**src/rtl/rll_key_pkg.sv**
```systemverilog
// Shared definitions for the RLL16 key loader.
//   key_state_e    : loader FSM states
//   KEY_W_DEFAULT  : default key width (keyIn bus width of the locked netlist)
//   KEY_W_MAX      : widest key the parity helper accepts
//   key_parity()   : XOR reduction of a key vector, zero-extended to KEY_W_MAX
package rll_key_pkg;

    localparam int KEY_W_DEFAULT = 16;
    localparam int KEY_W_MAX     = 64;

    typedef enum logic [2:0] {
        IDLE  = 3'd0,
        SHIFT = 3'd1,
        CHECK = 3'd2,
        APPLY = 3'd3,
        ERROR = 3'd4
    } key_state_e;

    // Zero-extension does not change the XOR, so narrower keys pad with zeros.
    function automatic logic key_parity(input logic [KEY_W_MAX-1:0] vec);
        logic acc;
        acc = 1'b0;
        for (int i = 0; i < KEY_W_MAX; i++) begin
            acc = acc ^ vec[i];
        end
        return acc;
    endfunction

endpackage

```
**src/rtl/rll_key_shifter.sv**
```systemverilog
// Serial-to-parallel key shifter.
// Ports:
//   clk, rst_n  : clock, asynchronous active-low reset
//   clear       : restart the frame (shadow, bit count and parity cleared)
//   shift_en    : a qualified serial bit is present this cycle
//   sdi         : serial data, LSB first, parity bit after the last key bit
//   shadow      : assembled key bits
//   parity      : captured parity bit
//   frame_done  : the current shift_en carries the parity bit
module rll_key_shifter
    import rll_key_pkg::*;
#(
    parameter int KEY_W = KEY_W_DEFAULT
) (
    input  logic             clk,
    input  logic             rst_n,
    input  logic             clear,
    input  logic             shift_en,
    input  logic             sdi,
    output logic [KEY_W-1:0] shadow,
    output logic             parity,
    output logic             frame_done
);

    localparam int CNT_W = $clog2(KEY_W + 1);

    logic [KEY_W-1:0] shadow_r;
    logic [CNT_W-1:0] bit_cnt_r;
    logic             parity_r;

    assign shadow     = shadow_r;
    assign parity     = parity_r;
    // Once all key bits are in, the next qualified bit is the parity bit.
    assign frame_done = shift_en && (bit_cnt_r == CNT_W'(KEY_W));

    // Shadow register, bit counter and parity capture.
    always_ff @(posedge clk or negedge rst_n) begin
        if (!rst_n) begin
            shadow_r  <= {KEY_W{1'b0}};
            bit_cnt_r <= {CNT_W{1'b0}};
            parity_r  <= 1'b0;
        end else if (clear) begin
            shadow_r  <= {KEY_W{1'b0}};
            bit_cnt_r <= {CNT_W{1'b0}};
            parity_r  <= 1'b0;
        end else if (shift_en) begin
            if (bit_cnt_r < CNT_W'(KEY_W)) begin
                // Decoded write keeps the index width independent of KEY_W.
                for (int i = 0; i < KEY_W; i++) begin
                    if (bit_cnt_r == CNT_W'(i)) begin
                        shadow_r[i] <= sdi;
                    end
                end
                bit_cnt_r <= bit_cnt_r + CNT_W'(1);
            end else begin
                parity_r <= sdi;
            end
        end
    end

endmodule

```
**src/rtl/rll_key_loader.sv**
```systemverilog
// Loads, parity-checks and holds the unlock key of an RLL16 locked netlist.
// Ports:
//   clk            : single clock, rising edge
//   rst_n          : asynchronous active-low reset
//   key_start      : one-cycle pulse beginning (or restarting) a key frame
//   key_sdi        : serial key data, LSB first, then an even-parity bit
//   key_sdi_valid  : qualifies key_sdi
//   key_lock       : freezes the applied key until the next reset
//   key_out        : key bus; bit i drives keyIn_0_i of the locked netlist
//   key_applied    : key_out has been stable for SETTLE_CYCLES; sample now
//   busy           : frame in progress, being checked, or settling
//   err            : sticky frame error (bad parity or timeout)
//   locked         : lock is in effect
module rll_key_loader
    import rll_key_pkg::*;
#(
    parameter int KEY_W         = KEY_W_DEFAULT,
    parameter int SETTLE_CYCLES = 2,
    parameter int TIMEOUT       = 64
) (
    input  logic             clk,
    input  logic             rst_n,
    input  logic             key_start,
    input  logic             key_sdi,
    input  logic             key_sdi_valid,
    input  logic             key_lock,
    output logic [KEY_W-1:0] key_out,
    output logic             key_applied,
    output logic             busy,
    output logic             err,
    output logic             locked
);

    localparam int SET_W  = 4;
    localparam int IDLE_W = 8;

    key_state_e       state_r;
    key_state_e       state_nxt_s;
    logic             restart_s;
    logic             shift_en_s;
    logic             frame_done_s;
    logic             parity_s;
    logic             parity_ok_s;
    logic [KEY_W-1:0] shadow_s;

    logic [IDLE_W-1:0] idle_cnt_r;
    logic [SET_W-1:0]  settle_cnt_r;
    logic [KEY_W-1:0]  key_out_r;
    logic              key_applied_r;
    logic              busy_r;
    logic              err_r;
    logic              locked_r;

    assign key_out     = key_out_r;
    assign key_applied = key_applied_r;
    assign busy        = busy_r;
    assign err         = err_r;
    assign locked      = locked_r;

    // A start pulse always wins over a data bit in the same cycle.
    assign shift_en_s  = (state_r == SHIFT) && key_sdi_valid && !key_start;
    assign parity_ok_s = (key_parity(KEY_W_MAX'(shadow_s)) == parity_s);

    rll_key_shifter #(
        .KEY_W (KEY_W)
    ) u_shifter (
        .clk        (clk),
        .rst_n      (rst_n),
        .clear      (restart_s),
        .shift_en   (shift_en_s),
        .sdi        (key_sdi),
        .shadow     (shadow_s),
        .parity     (parity_s),
        .frame_done (frame_done_s)
    );

    // FSM state register.
    always_ff @(posedge clk or negedge rst_n) begin
        if (!rst_n) begin
            state_r <= IDLE;
        end else begin
            state_r <= state_nxt_s;
        end
    end

    // FSM next-state and frame restart decode.
    always_comb begin
        state_nxt_s = state_r;
        restart_s   = 1'b0;
        case (state_r)
            IDLE: begin
                if (key_start && !locked_r) begin
                    state_nxt_s = SHIFT;
                    restart_s   = 1'b1;
                end else begin
                    state_nxt_s = IDLE;
                end
            end
            SHIFT: begin
                if (key_start) begin
                    state_nxt_s = SHIFT;
                    restart_s   = 1'b1;
                end else if (frame_done_s) begin
                    state_nxt_s = CHECK;
                end else if (!key_sdi_valid && (idle_cnt_r == IDLE_W'(TIMEOUT - 1))) begin
                    state_nxt_s = ERROR;
                end else begin
                    state_nxt_s = SHIFT;
                end
            end
            CHECK: begin
                if (parity_ok_s) begin
                    state_nxt_s = APPLY;
                end else begin
                    state_nxt_s = ERROR;
                end
            end
            APPLY: begin
                // settle_cnt is 0 on the first APPLY cycle (load cycle) and
                // reaches 1 on the last one.
                if (settle_cnt_r == 4'd1) begin
                    state_nxt_s = IDLE;
                end else begin
                    state_nxt_s = APPLY;
                end
            end
            ERROR: begin
                if (key_start && !locked_r) begin
                    state_nxt_s = SHIFT;
                    restart_s   = 1'b1;
                end else begin
                    state_nxt_s = ERROR;
                end
            end
            default: begin
                state_nxt_s = IDLE;
                restart_s   = 1'b0;
            end
        endcase
    end

    // Inactivity timer inside a frame.
    always_ff @(posedge clk or negedge rst_n) begin
        if (!rst_n) begin
            idle_cnt_r <= 8'd0;
        end else if (restart_s) begin
            idle_cnt_r <= 8'd0;
        end else if (state_r == SHIFT) begin
            if (key_sdi_valid) begin
                idle_cnt_r <= 8'd0;
            end else begin
                idle_cnt_r <= idle_cnt_r + 8'd1;
            end
        end
    end

    // Key bus update and settle countdown; the held key only changes in APPLY.
    always_ff @(posedge clk or negedge rst_n) begin
        if (!rst_n) begin
            key_out_r     <= {KEY_W{1'b0}};
            key_applied_r <= 1'b0;
            settle_cnt_r  <= 4'd0;
        end else if (state_r == APPLY) begin
            if (settle_cnt_r == 4'd0) begin
                key_out_r     <= shadow_s;
                key_applied_r <= 1'b0;
                settle_cnt_r  <= SET_W'(SETTLE_CYCLES);
            end else if (settle_cnt_r == 4'd1) begin
                key_applied_r <= 1'b1;
                settle_cnt_r  <= 4'd0;
            end else begin
                settle_cnt_r  <= settle_cnt_r - 4'd1;
            end
        end
    end

    // Registered busy / err status, derived from the state being entered.
    always_ff @(posedge clk or negedge rst_n) begin
        if (!rst_n) begin
            busy_r <= 1'b0;
            err_r  <= 1'b0;
        end else begin
            busy_r <= (state_nxt_s == SHIFT) || (state_nxt_s == CHECK) ||
                      (state_nxt_s == APPLY);
            err_r  <= (state_nxt_s == ERROR);
        end
    end

    // One-way lock, only from a settled key in IDLE.
    always_ff @(posedge clk or negedge rst_n) begin
        if (!rst_n) begin
            locked_r <= 1'b0;
        end else if ((state_r == IDLE) && key_lock && key_applied_r) begin
            locked_r <= 1'b1;
        end
    end

endmodule

```
**config.mk**
```make
export PLATFORM = sky130hd
export DESIGN_NAME = rll_key_loader
export DESIGN_NICKNAME = d
export VERILOG_FILES = /design/src/rtl/rll_key_pkg.sv /design/src/rtl/rll_key_shifter.sv /design/src/rtl/rll_key_loader.sv
export SDC_FILE = /design/constraint.sdc
export NUM_CORES = 1
export LEC_CHECK = 0
export BUFFER_PORTS_ARGS = -buffer_cell sky130_fd_sc_hd__buf_4
export CAP_MARGIN = 20
export CORE_AREA = 5 5 65 91
export CTS_BUF_LIST = sky130_fd_sc_hd__clkbuf_16
export DETAILED_ROUTE_END_ITERATION = 16
export DIE_AREA = 0 0 70 96
export GPL_TIMING_DRIVEN = 0
export PLACE_DENSITY = 0.81
export SLEW_MARGIN = 20
export SYNTH_ARGS = -nofsm -noshare
export SYNTH_HDL_FRONTEND = slang
export SYNTH_SLANG_ARGS = --single-unit
```
**constraint.sdc**
```tcl
create_clock -name clk -period 2.9 [get_ports clk]
set_clock_uncertainty 0.2 [all_clocks]
set_input_delay 0.58 -clock clk [delete_from_list [all_inputs] [get_ports clk]]
set_output_delay 0.58 -clock clk [all_outputs]
set_load 0.005 [all_outputs]
```
======== Yosys cells after proc, flatten, opt, wreduce, memory -nomap -nowiden ========
Cells that the tools add are included.
word-level totals
  input bits .............................. 6
  memories ................................ 0
  output and inout bits ................... 20
  bits in writable memories ............... 0
  latch bits .............................. 0
  logic and storage cells ................. 172
  bits in read-only memories .............. 0
  flip-flop bits (word level) ............. 57
cells by class
  add/sub/neg operators ................... 3
  multipliers ............................. 0
  magnitude comparators ................... 1
  reduce and logical (&&, ||, !) cells .... 56
  bitwise operators ....................... 15
  div/mod/pow operators ................... 0
  eq/ne operators ......................... 28
  mux-type cells .......................... 43
  shift operators ......................... 0
operators with widths
  operator                                                                number
  16-bit two-way mux                                                      3
  3-bit AND reduction                                                     16
  5-bit by 4-bit equality test with 1-bit output (second input constant)  8
  2-bit nonzero test                                                      20
  1-bit two-way mux                                                       24
  8-bit two-way mux                                                       3
  5-bit by 3-bit equality test with 1-bit output (second input constant)  4
  3-bit two-way mux                                                       5
  5-bit two-way mux                                                       3
  3-bit case mux with 5 select lines                                      1
  1-bit bitwise XOR                                                       15
  3-bit by 2-bit equality test with 1-bit output (second input constant)  4
  5-bit by 2-bit equality test with 1-bit output (second input constant)  2
  8-bit by 1-bit adder with 8-bit output (second input constant)          1
  8-bit by 6-bit equality test with 1-bit output (second input constant)  1
  4-bit two-way mux                                                       2
  2-bit AND reduction                                                     4
  1-bit logical AND                                                       7
  3-bit by 1-bit equality test with 1-bit output (second input constant)  2
  3-bit equality test (second input constant)                             2
  5-bit by 1-bit adder with 5-bit output (second input constant)          1
  5-bit by 1-bit equality test with 1-bit output (second input constant)  1
  5-bit equality test (second input constant)                             1
  5-bit zero test                                                         1
  other kinds (12)                                                        15

======== Logic depth before layout (Yosys ltp) ========
Gate-level depths: netlist of the first run.
  word-level depth ........................ 21
  depth in mapped cells ................... 6

======== By module ========
Synthesis of the first run repeated with hierarchy kept, for this count alone.
second synthesis, totals
  cell total of the unflattened synthesis .. 265
  area total of the unflattened synthesis .. 2,944.1 µm²
by module, submodules not included
  module           cells an instance  area each (µm²)  instances
  rll_key_loader   155                1,771.7          1
  rll_key_shifter  110                1,172.4          1

======== Worst setup path before layout of the first run ========
OpenSTA, ideal clock, no wires.
  path type ............................... input to register
  from .................................... in key_start
  to ...................................... reg idle_cnt_r[0]
  cell stages on the path ................. 4
  arrival ................................. 1.676 ns
  path buffers ............................ 1
  setup time .............................. 0.125 ns
  path slack .............................. 0.899 ns
  path through ............................ buf_2 -> or3b_2 -> a21o_1 -> mux2_2
on the way
  longest elaborated chain between the ends .. 4
  elaborated cells on any way between the ends .. 6
  classes of those cells .................. mux: 4; reduce/logical: 2
RTL lines
  what                                                            line                                         RTL
  start, declared                                                 rll_key_loader.sv:23                         input logic key_start,
  1-bit logical AND                                               rll_key_loader.sv:92, rll_key_loader.sv:128
  1-bit two-way mux                                               rll_key_loader.sv:92, rll_key_loader.sv:128
  1-bit case mux with 2 select lines (*)                          rll_key_loader.sv:90                         case (state_r)
  8-bit two-way mux / 2-bit nonzero test (equally long branches)  n/a
  end signal, assigned                                            rll_key_loader.sv:152                        idle_cnt_r <= idle_cnt_r + 8'd1;
  end, declared                                                   rll_key_loader.sv:46                         logic [IDLE_W-1:0] idle_cnt_r;
Mark *: on every way between the ends. The rest lies on a longest branch, timed or not.
A chain may end at the register's enable or synchronous reset.

======== Worst setup path after layout of the first run ========
  from .................................... reg locked_r (netlist: locked)
  to ...................................... reg u_shifter.shadow_r[0] (netlist: u_shifter.shadow[0])
on the way
  longest elaborated chain between the ends .. 6
  elaborated cells on any way between the ends .. 9
  classes of those cells .................. mux: 3; reduce/logical: 6
RTL lines
  what                                    line                                         RTL
  start, declared                         rll_key_loader.sv:52                         logic locked_r;
  start signal, assigned                  rll_key_loader.sv:192                        locked_r <= 1'b0;
  start signal, assigned                  rll_key_loader.sv:194                        locked_r <= 1'b1;
  1-bit zero test (*)                     rll_key_loader.sv:92, rll_key_loader.sv:128
  1-bit logical AND (*)                   rll_key_loader.sv:92, rll_key_loader.sv:128
  1-bit two-way mux (*)                   rll_key_loader.sv:92, rll_key_loader.sv:128
  1-bit case mux with 2 select lines (*)  rll_key_loader.sv:90
  2-bit nonzero test (no source line)     n/a
  3-bit AND reduction (no source line)    n/a
  end signal, assigned                    rll_key_shifter.sv:39                        shadow_r <= {KEY_W{1'b0}};
  end signal, assigned                    rll_key_shifter.sv:43                        shadow_r <= {KEY_W{1'b0}};
  end signal, assigned by index           rll_key_shifter.sv:51                        shadow_r[i] <= sdi;
  end, declared                           rll_key_shifter.sv:27                        logic [KEY_W-1:0] shadow_r;
Marks and branches as above.

==> results of run 1 <==
[cell type report]
type                            count  area, um^2  area share
Sequential cell                    57        1430       0.420
Multi-Input combinational cell    183        1380       0.407
Clock buffer                        9         225      0.0663
Timing Repair Buffer               23         173      0.0508
Tap cell                           66        82.6      0.0243
Buffer                             12        52.6      0.0155
Clock inverter                      7        30.0     0.00884
Inverter                            7        26.3     0.00773
[cell families (layout without fill, tap and decap cells)]
logic type | after synthesis | count (layout) | synth area share
AOI/OAI and AO/OA | 30 | 30 | 0.0689
xor gates and xnor gates | 16 | 16 | 0.0680
adders and majority gates | 8 | 8 | 0.0347
buffers and inverters | 19 | 58 | 0.0273
DFF | 57 | 57 | 0.494
muxes | 37 | 37 | 0.136
and+or+nand+nor | 92 | 92 | 0.171
[flip-flops by register name, summed over array words and instances (netlist names)]
name                 flops
key_out                 16
key_applied              1
state_r                  3
idle_cnt_r               8
settle_cnt_r             4
busy                     1
err                      1
u_shifter.shadow        16
u_shifter.bit_cnt_r      5
locked                   1
u_shifter.parity         1
[worst register-to-register path, stage by stage (launching register included)]
cell,delay (ps)
sky130_fd_sc_hd__dfrtp_1,410
sky130_fd_sc_hd__nor2b_1,170
sky130_fd_sc_hd__a2111oi_2,690
sky130_fd_sc_hd__clkbuf_1,460
sky130_fd_sc_hd__nor2_1,120
[stage by stage]
stage                     power (W)  worst slack (ps)
final                       0.00177               714
after detailed placement   0.000893               647
after global routing        0.00184               646
after CTS                   0.00179               731
after floorplan            0.000861               899
after global placement     0.000890               659
[per-layer routing]
layer  up-vias  GRT usage  routed length, um
li1       1004          -                  -
met5         -          0                  0
met1      1029      0.219               2300
met2        54      0.306               2910
met3        16     0.0679                279
met4         0      0.107                145
[power by group through the flow]
stage                     clock network (W)  registers (W)  logic (W)
final                              0.000895       0.000806  0.0000738
after global routing               0.000947       0.000805  0.0000843
after CTS                          0.000910       0.000806  0.0000754
after detailed placement                  0       0.000819  0.0000748
after global placement                    0       0.000818  0.0000722
after floorplan                           0       0.000817  0.0000439
[cells in the final DEF, fill, tap and decap left out, types with 3 or more instances in the layout]
cell type                   instances
sky130_fd_sc_hd__nand2b_1           3
sky130_fd_sc_hd__nand3_1            6
sky130_fd_sc_hd__nor2_1            24
sky130_fd_sc_hd__o211ai_1           3
sky130_fd_sc_hd__and3_1             4
sky130_fd_sc_hd__buf_4             23
sky130_fd_sc_hd__mux2_2            19
sky130_fd_sc_hd__clkinv_2           3
sky130_fd_sc_hd__nand2_1           15
sky130_fd_sc_hd__inv_1              9
sky130_fd_sc_hd__dfrtp_1           57
sky130_fd_sc_hd__ha_1               8
sky130_fd_sc_hd__nand4_1           19
sky130_fd_sc_hd__xnor2_1           10
sky130_fd_sc_hd__a21oi_1            5
sky130_fd_sc_hd__o21ai_0           12
sky130_fd_sc_hd__clkbuf_16          9
sky130_fd_sc_hd__nor2b_1            4
sky130_fd_sc_hd__mux2i_1           18
sky130_fd_sc_hd__nor3_1             5
sky130_fd_sc_hd__buf_2              6
sky130_fd_sc_hd__xnor3_1            3
sky130_fd_sc_hd__clkbuf_1           6
[worst max-delay path by stage]
| stage | from | endpoint | slack [ps] | cells after the start |
|---|---|---|---|---|
| 2_1_floorplan | key_start | idle_cnt_r[0] | 900 | 4 |
| 3_3_place_gp | key_start | u_shifter.shadow[1] | 660 | 7 |
| 3_5_place_dp | key_start | u_shifter.shadow[13] | 650 | 7 |
| 4_1_cts | locked | u_shifter.shadow[0] | 730 | 4 |
| 5_1_grt | locked | u_shifter.shadow[8] | 650 | 4 |
| 6_report | locked | u_shifter.shadow[0] | 710 | 4 |
[cell usage after synthesis (2+ instances only)]
cell	n
sky130_fd_sc_hd__dfrtp_1	57
sky130_fd_sc_hd__nor2_1	24
sky130_fd_sc_hd__mux2_2	19
sky130_fd_sc_hd__nand4_1	19
sky130_fd_sc_hd__mux2i_1	18
sky130_fd_sc_hd__nand2_1	15
sky130_fd_sc_hd__o21ai_0	12
sky130_fd_sc_hd__xnor2_1	10
sky130_fd_sc_hd__ha_1	8
sky130_fd_sc_hd__inv_1	7
sky130_fd_sc_hd__buf_2	6
sky130_fd_sc_hd__clkbuf_1	6
sky130_fd_sc_hd__nand3_1	6
sky130_fd_sc_hd__a21oi_1	5
sky130_fd_sc_hd__nor3_1	5
sky130_fd_sc_hd__and3_1	4
sky130_fd_sc_hd__nor2b_1	4
sky130_fd_sc_hd__nand2b_1	3
sky130_fd_sc_hd__o211ai_1	3
sky130_fd_sc_hd__xnor3_1	3
sky130_fd_sc_hd__a22o_1	2
sky130_fd_sc_hd__a31oi_1	2
sky130_fd_sc_hd__a32o_1	2
sky130_fd_sc_hd__and2_1	2
sky130_fd_sc_hd__nor3b_1	2
sky130_fd_sc_hd__xor2_1	2
==> Implementation_results.wiki, run 1 <==
{| class="wikitable"
! Metric !! Value
|-
| Run status || finished, final reports clean
|-
| Number of antenna violations at the first check in global routing || 0
|-
| Logic pwr share || 0.042
|-
| Reg-to-Reg Start || locked
|-
| Critical Path Sink Type || register
|-
| Proportion of power drawn by flip-flops and latches || 0.454
|-
| Total die area || 6720 um^2
|-
| Arrival time at the worst endpoint || 2170 ps
|-
| Post-detailed-route wirelength per cell || 15.5 um
|-
| Syn Area/Cell || 11.1 um^2
|-
| Clk pin slew, worst setup/hold paths || 50 ps
|-
| Residual overflow from global routing || 0
|-
| Via density || just under 6
|-
| Final GP Congestion || around 0.84
|-
| H-tree level count || 3
|-
| Top FF cell, synth || sky130_fd_sc_hd__dfrtp_1
|-
| Post-CTS Setup Bufs || 0
|-
| Post-Layout Inst Area || 3400 um^2
|-
| Ratio of final minimum period to clock period || 0.754
|-
| Area growth from synthesis to layout || 17.7%
|-
| Number of buffers inserted during clock tree synthesis || 9
|-
| Final standard cell utilization of the core || 0.674
|-
| Unrepaired setup endpoints after global routing || no
|-
| Worst-case reg-to-reg path depth || 4
|-
| Hold-fix buffer count after cts || 0
|-
| Worst hold-check path type || in2async
|-
| Leakage power total || 1.73 nW
|-
| Min Clock Period, post-route || 2190 ps
|-
| Core box area || slightly above 5000 um^2
|-
| Resized cells post-CTS || 0
|-
| Fraction of power consumed by the clock network || 0.504
|-
| Post-synth top area cell || sky130_fd_sc_hd__dfrtp_1
|-
| Placed standard-cell area || 3140 um^2
|-
| Source-to-sink clock delay at the later pin of the worst-skew pair || 320 ps
|-
| DRC || 0
|-
| Flop-to-flop setup slack || 710 ps
|-
| Overall via count from detail_route || 2103
|-
| Fmax || 0.458 GHz
|-
| Syn Std Cell Area || 2890 um^2
|-
| Start-to-end type of the worst setup path || reg2reg
|-
| Total Nets Final || 307
|-
| Initial cell density of the core || 0.573
|-
| Max Root-Sink Buffers || 2
|-
| Nature of the critical path startpoint || register
|-
| Largest net degree at the start of global routing || 58
|-
| Biggest cell delay along the critical path || 690 ps
|-
| Boundary pin count || 26
|-
| Library cell contributing the largest single delay on the critical path || sky130_fd_sc_hd__a2111oi_2
|-
| First-pass GRT wire length || 9740 um
|-
| Cell breakdown of the critical path || nor2b_1, a2111oi_2, clkbuf_1, nor2_1
|-
| Gate Count Post-Synth || approximately 260
|-
| Worst hold margin || 94.0 ps
|-
| Number of global-route vias before repair || 2113
|-
| Cell internal pwr || 0.00138 W
|-
| FFs w/ async S/R, synth || 1.00
|-
| Yosys warning total || 0
|-
| Buffers added on ports || 23
|-
| Max_cap viols || 0
|-
| Number of antenna cells inserted || 0
|-
| Max Transition Viols Final || 0
|-
| Initial DRC count || 90
|-
| Final Hold Violating Endpoints || 0
|-
| Unique cell type count in the Yosys netlist || 39
|-
| First-pass iteration count of the detailed router || 4
|-
| Non-filler instance count after layout || 364
|-
| Number of buffers and inverters on the critical path || 1
|-
| GRT Resource Usage Total || 0.189
|-
| Worst max-slew margin expressed relative to the limit || 0.496
|-
| Switching power of the nets || 0.000391 W
|-
| Syn_nets || roughly 270
|-
| Count of antenna-violating nets left after detailed routing || 0
|-
| HPWL after detailed placement || 3920 um
|-
| Setup TNS after final layout || 0 ps
|-
| Die boundary height || roughly 96 um
|-
| Top area cells in the synthesized netlist || sky130_fd_sc_hd__dfrtp_1, sky130_fd_sc_hd__mux2_2, sky130_fd_sc_hd__mux2i_1
|-
| Switching share of power || 0.220
|-
| Required time at the worst-slack endpoint || around 2900 ps
|-
| Peak supply drop || 310 uV
|-
| Count of flip-flops with a built-in enable after synthesis || 0
|-
| Family with the most delay on the worst path || compound AO/OA/AOI/OAI gates
|-
| Flip-flop and latch count after synthesis || 57
|-
| CTS tree || done
|-
| Wire length reported by the detailed router || 5630 um
|-
| Proportion of layout cells with a drive suffix above 1 || 0.228
|-
| Clk sink count || 57
|-
| Cell Rows || 31
|-
| Top-area cell type share of the netlist area || 0.494
|-
| Die outline width || approximately 70 um
|-
| PwrDens || 522 nW/um^2
|-
| # fillers || 399
|-
| Largest driver fanout on the critical path || 10
|-
| Share of synthesized area occupied by flip-flops and latches || 0.494
|-
| CTS root buffer || sky130_fd_sc_hd__clkbuf_16
|-
| Reg2reg end || u_shifter.shadow[0]
|-
| Slew at the pin closest to its max-slew limit || 750 ps
|-
| Post-placement cell count || roughly 350
|-
| Count of endpoints failing setup in the final report || 0
|}
Note: power is estimated with default switching activity, not from simulation.
==> run 2, diff against run 1 <==
CORE_AREA = 5 5 66 91   (was 5 5 65 91)
DIE_AREA = 0 0 71 96   (was 0 0 70 96)
PLACE_DENSITY = 0.8   (was 0.81)
clock period = 2.1 ns   (was 2.9 ns; I/O delays follow)
==> run 2 against run 1 <==
Clock power rose by 54%. Critical path depth did not move. Global-route usage fell by 0.11 points. Final area grew 1.6%. First-iteration DRC count is 26% higher. Fmax is 8.9% higher. Sequential cell count stayed put. Count of clock-buffer cells in the layout is the same. Wire length fell by 1.0%. Die area rose by 1.4%. Largest cell class unchanged.
==> Implementation_results.wiki, run 2 (synthesized netlist as in run 1, its figures left out) <==
{| class="wikitable"
! Metric !! Value
|-
| Critical Path Sink Type || register
|-
| CTS tree || done
|-
| HPWL after detailed placement || 3910 um (-0.42%)
|-
| Arrival time at the worst endpoint || 2020 ps (-150 ps)
|-
| Core box area || 5120 um^2 (+1.5%)
|-
| Flop-to-flop setup slack || 90 ps (-620 ps)
|-
| Reg2reg end || err
|-
| Fmax || 0.498 GHz (+8.9%)
|-
| PwrDens || 752 nW/um^2 (+44%)
|-
| Proportion of layout cells with a drive suffix above 1 || 0.251 (+0.0226)
|-
| H-tree level count || 3 (unchanged)
|-
| Total Nets Final || 308 (+0.33%)
|-
| Number of buffers inserted during clock tree synthesis || 9 (unchanged)
|-
| Ratio of final minimum period to clock period || 0.956 (+0.202)
|-
| Leading cell type in the layout, fill and taps excluded || sky130_fd_sc_hd__dfrtp_1
|-
| Max Transition Viols Final || 0 (unchanged)
|-
| Nature of the critical path startpoint || register
|-
| GRT Resource Usage Total || 0.188 (-0.00107)
|-
| Final standard cell utilization of the core || 0.674 (about the same)
|-
| Min Clock Period, post-route || 2010 ps (-178 ps)
|-
| Source-to-sink clock delay at the later pin of the worst-skew pair || 330 ps (about the same)
|-
| Worst-case reg-to-reg path depth || 4 (unchanged)
|-
| Worst hold-check path type || in2reg
|-
| Number of antenna cells inserted || 0 (unchanged)
|-
| Terminating pin of the worst hold path || locked
|-
| Wire length reported by the detailed router || 5570 um (-1.0%)
|-
| Clk sink count || 57 (unchanged)
|-
| Buffers added on ports || 23 (unchanged)
|-
| Overall via count from detail_route || 2076 (-1.3%)
|-
| Initial DRC count || 113 (+26%)
|-
| First-pass GRT wire length || 9860 um (+1.3%)
|-
| Total die area || 6820 um^2 (+1.4%)
|-
| Setup TNS after final layout || 0 ps (unchanged)
|-
| Number of antenna violations at the first check in global routing || 0 (unchanged)
|-
| Via density || 5.69 (-1.6%)
|-
| Start-to-end type of the worst setup path || reg2reg
|-
| Max_cap viols || 0 (unchanged)
|-
| Most Crowded Layer GR || met2
|-
| Number of global-route vias before repair || 2158 (+2.1%)
|-
| Final Hold Violating Endpoints || 0 (unchanged)
|-
| Area growth from synthesis to layout || 19.5%
|-
| Required time at the worst-slack endpoint || 2110 ps (-780 ps)
|-
| Clk pin slew, worst setup/hold paths || 50 ps (about the same)
|-
| Initial cell density of the core || 0.564 (-0.00868)
|-
| DRC || 0 (unchanged)
|-
| Largest net degree at the start of global routing || 58 (unchanged)
|-
| Highest-count cells in the layout ignoring fill and taps || sky130_fd_sc_hd__dfrtp_1, sky130_fd_sc_hd__nor2_1, sky130_fd_sc_hd__buf_4
|-
| Reg-to-Reg Start || u_shifter.shadow[1]
|-
| Die outline width || 71 um (+1.4%)
|-
| Worst Hold Launch || key_lock
|-
| Die boundary height || 96 um (unchanged)
|-
| Residual overflow from global routing || 0 (unchanged)
|-
| Worst max-slew margin expressed relative to the limit || 0.467 (-0.0292)
|-
| Routing usage on met3 || 0.0428 (-0.0251)
|-
| Largest driver fanout on the critical path || 5 (-5)
|-
| Unrepaired setup endpoints after global routing || yes
|-
| Cell Rows || 31 (unchanged)
|-
| Number of instances on the worst hold path || 2
|-
| Peak supply drop || 577 uV (+86%)
|-
| Count of endpoints failing setup in the final report || 0 (unchanged)
|-
| Boundary pin count || 26 (unchanged)
|-
| CTS root buffer || sky130_fd_sc_hd__clkbuf_16
|-
| Count of antenna-violating nets left after detailed routing || 0 (unchanged)
|-
| Met1 Track Usage GR || 0.222 (+0.00340)
|-
| Slew at the pin closest to its max-slew limit || 794 ps (+43.4 ps)
|-
| Final GP Congestion || 0.858 (+2.6%)
|-
| Leakage power total || 1.75 nW (+0.93%)
|-
| Met2 Use GR || 0.320 (+0.0137)
|-
| Max Root-Sink Buffers || 2 (unchanged)
|-
| First-pass iteration count of the detailed router || 4 (unchanged)
|-
| Run status || finished, final reports clean
|-
| Post-detailed-route wirelength per cell || 15.3 um (-1.3%)
|}
-- run 2: per-stage QoR --
| step | hold slack (ps) | cell area, um^2 | setup WS [ps] | power, W | std cells |
|---|---|---|---|---|---|
| 2_1_floorplan | -75.6 | 2890 | 202 | 0.00119 | 259 |
| 3_3_place_gp | 281 | 3140 | 20.1 | 0.00123 | 348 |
| 3_5_place_dp | 295 | 3140 | -46.7 | 0.00123 | 348 |
| 4_1_cts | 138 | 3440 | 47.7 | 0.00263 | 365 |
| 5_1_grt | 157 | 3450 | -19.3 | 0.00270 | 365 |
| 6_report | 154 | 3450 | 92.5 | 0.00260 | 365 |
-- run 2: worst max-delay path by stage --
| stage | from | end | slack (ps) | cells past startpoint |
|---|---|---|---|---|
| 5_1_grt | state_r[0] | u_shifter.shadow[14] | -20 | 4 |
| 6_report | u_shifter.shadow[1] | err | 90 | 4 |
| 3_3_place_gp | key_start | u_shifter.shadow[14] | 20 | 7 |
| 2_1_floorplan | u_shifter.shadow[1] | err | 200 | 4 |
| 3_5_place_dp | key_start | u_shifter.shadow[13] | -50 | 7 |
| 4_1_cts | u_shifter.shadow[4] | err | 50 | 4 |
-- run 2: layout make-up --
cell class	instances	area (um^2)
Fill cell	402	1670
Sequential cell	57	1430
Multi-Input combinational cell	183	1390
Clock buffer	9	225
Timing Repair Buffer	24	183
Tap cell	66	82.6
Clock inverter	7	61.3
Buffer	12	55.1
Inverter	7	26.3
-- run 2: timing repair --
item	in CTS	in global routing
endpoints found under the hold margin	57	0
setup endpoints to repair	11	15
resized for setup	2	2
hold buffers	1	0
buffers inserted	0	0
-- run 2: per-layer routing --
| metal | part of all wire | wire (um) |
|---|---|---|
| met3 | 0.047 | 260 |
| met2 | 0.51 | 2860 |
| met5 | 0 | 0 |
| met4 | 0.023 | 129 |
| met1 | 0.42 | 2330 |
-- run 2: worst max-delay path, stage by stage (launching register included) --
cell,delay (ps)
sky130_fd_sc_hd__dfrtp_1,410
sky130_fd_sc_hd__xnor2_1,160
sky130_fd_sc_hd__xnor3_1,410
sky130_fd_sc_hd__xnor3_2,450
sky130_fd_sc_hd__a32o_1,270
-- run 2: where the power goes --
group	leakage, nW	switching [W]	internal (W)	total (W)
clock	0.142	0.000481	0.000901	0.00138
sequential	0.784	0.00000560	0.00111	0.00111
combinational	0.824	0.0000677	0.0000350	0.000103
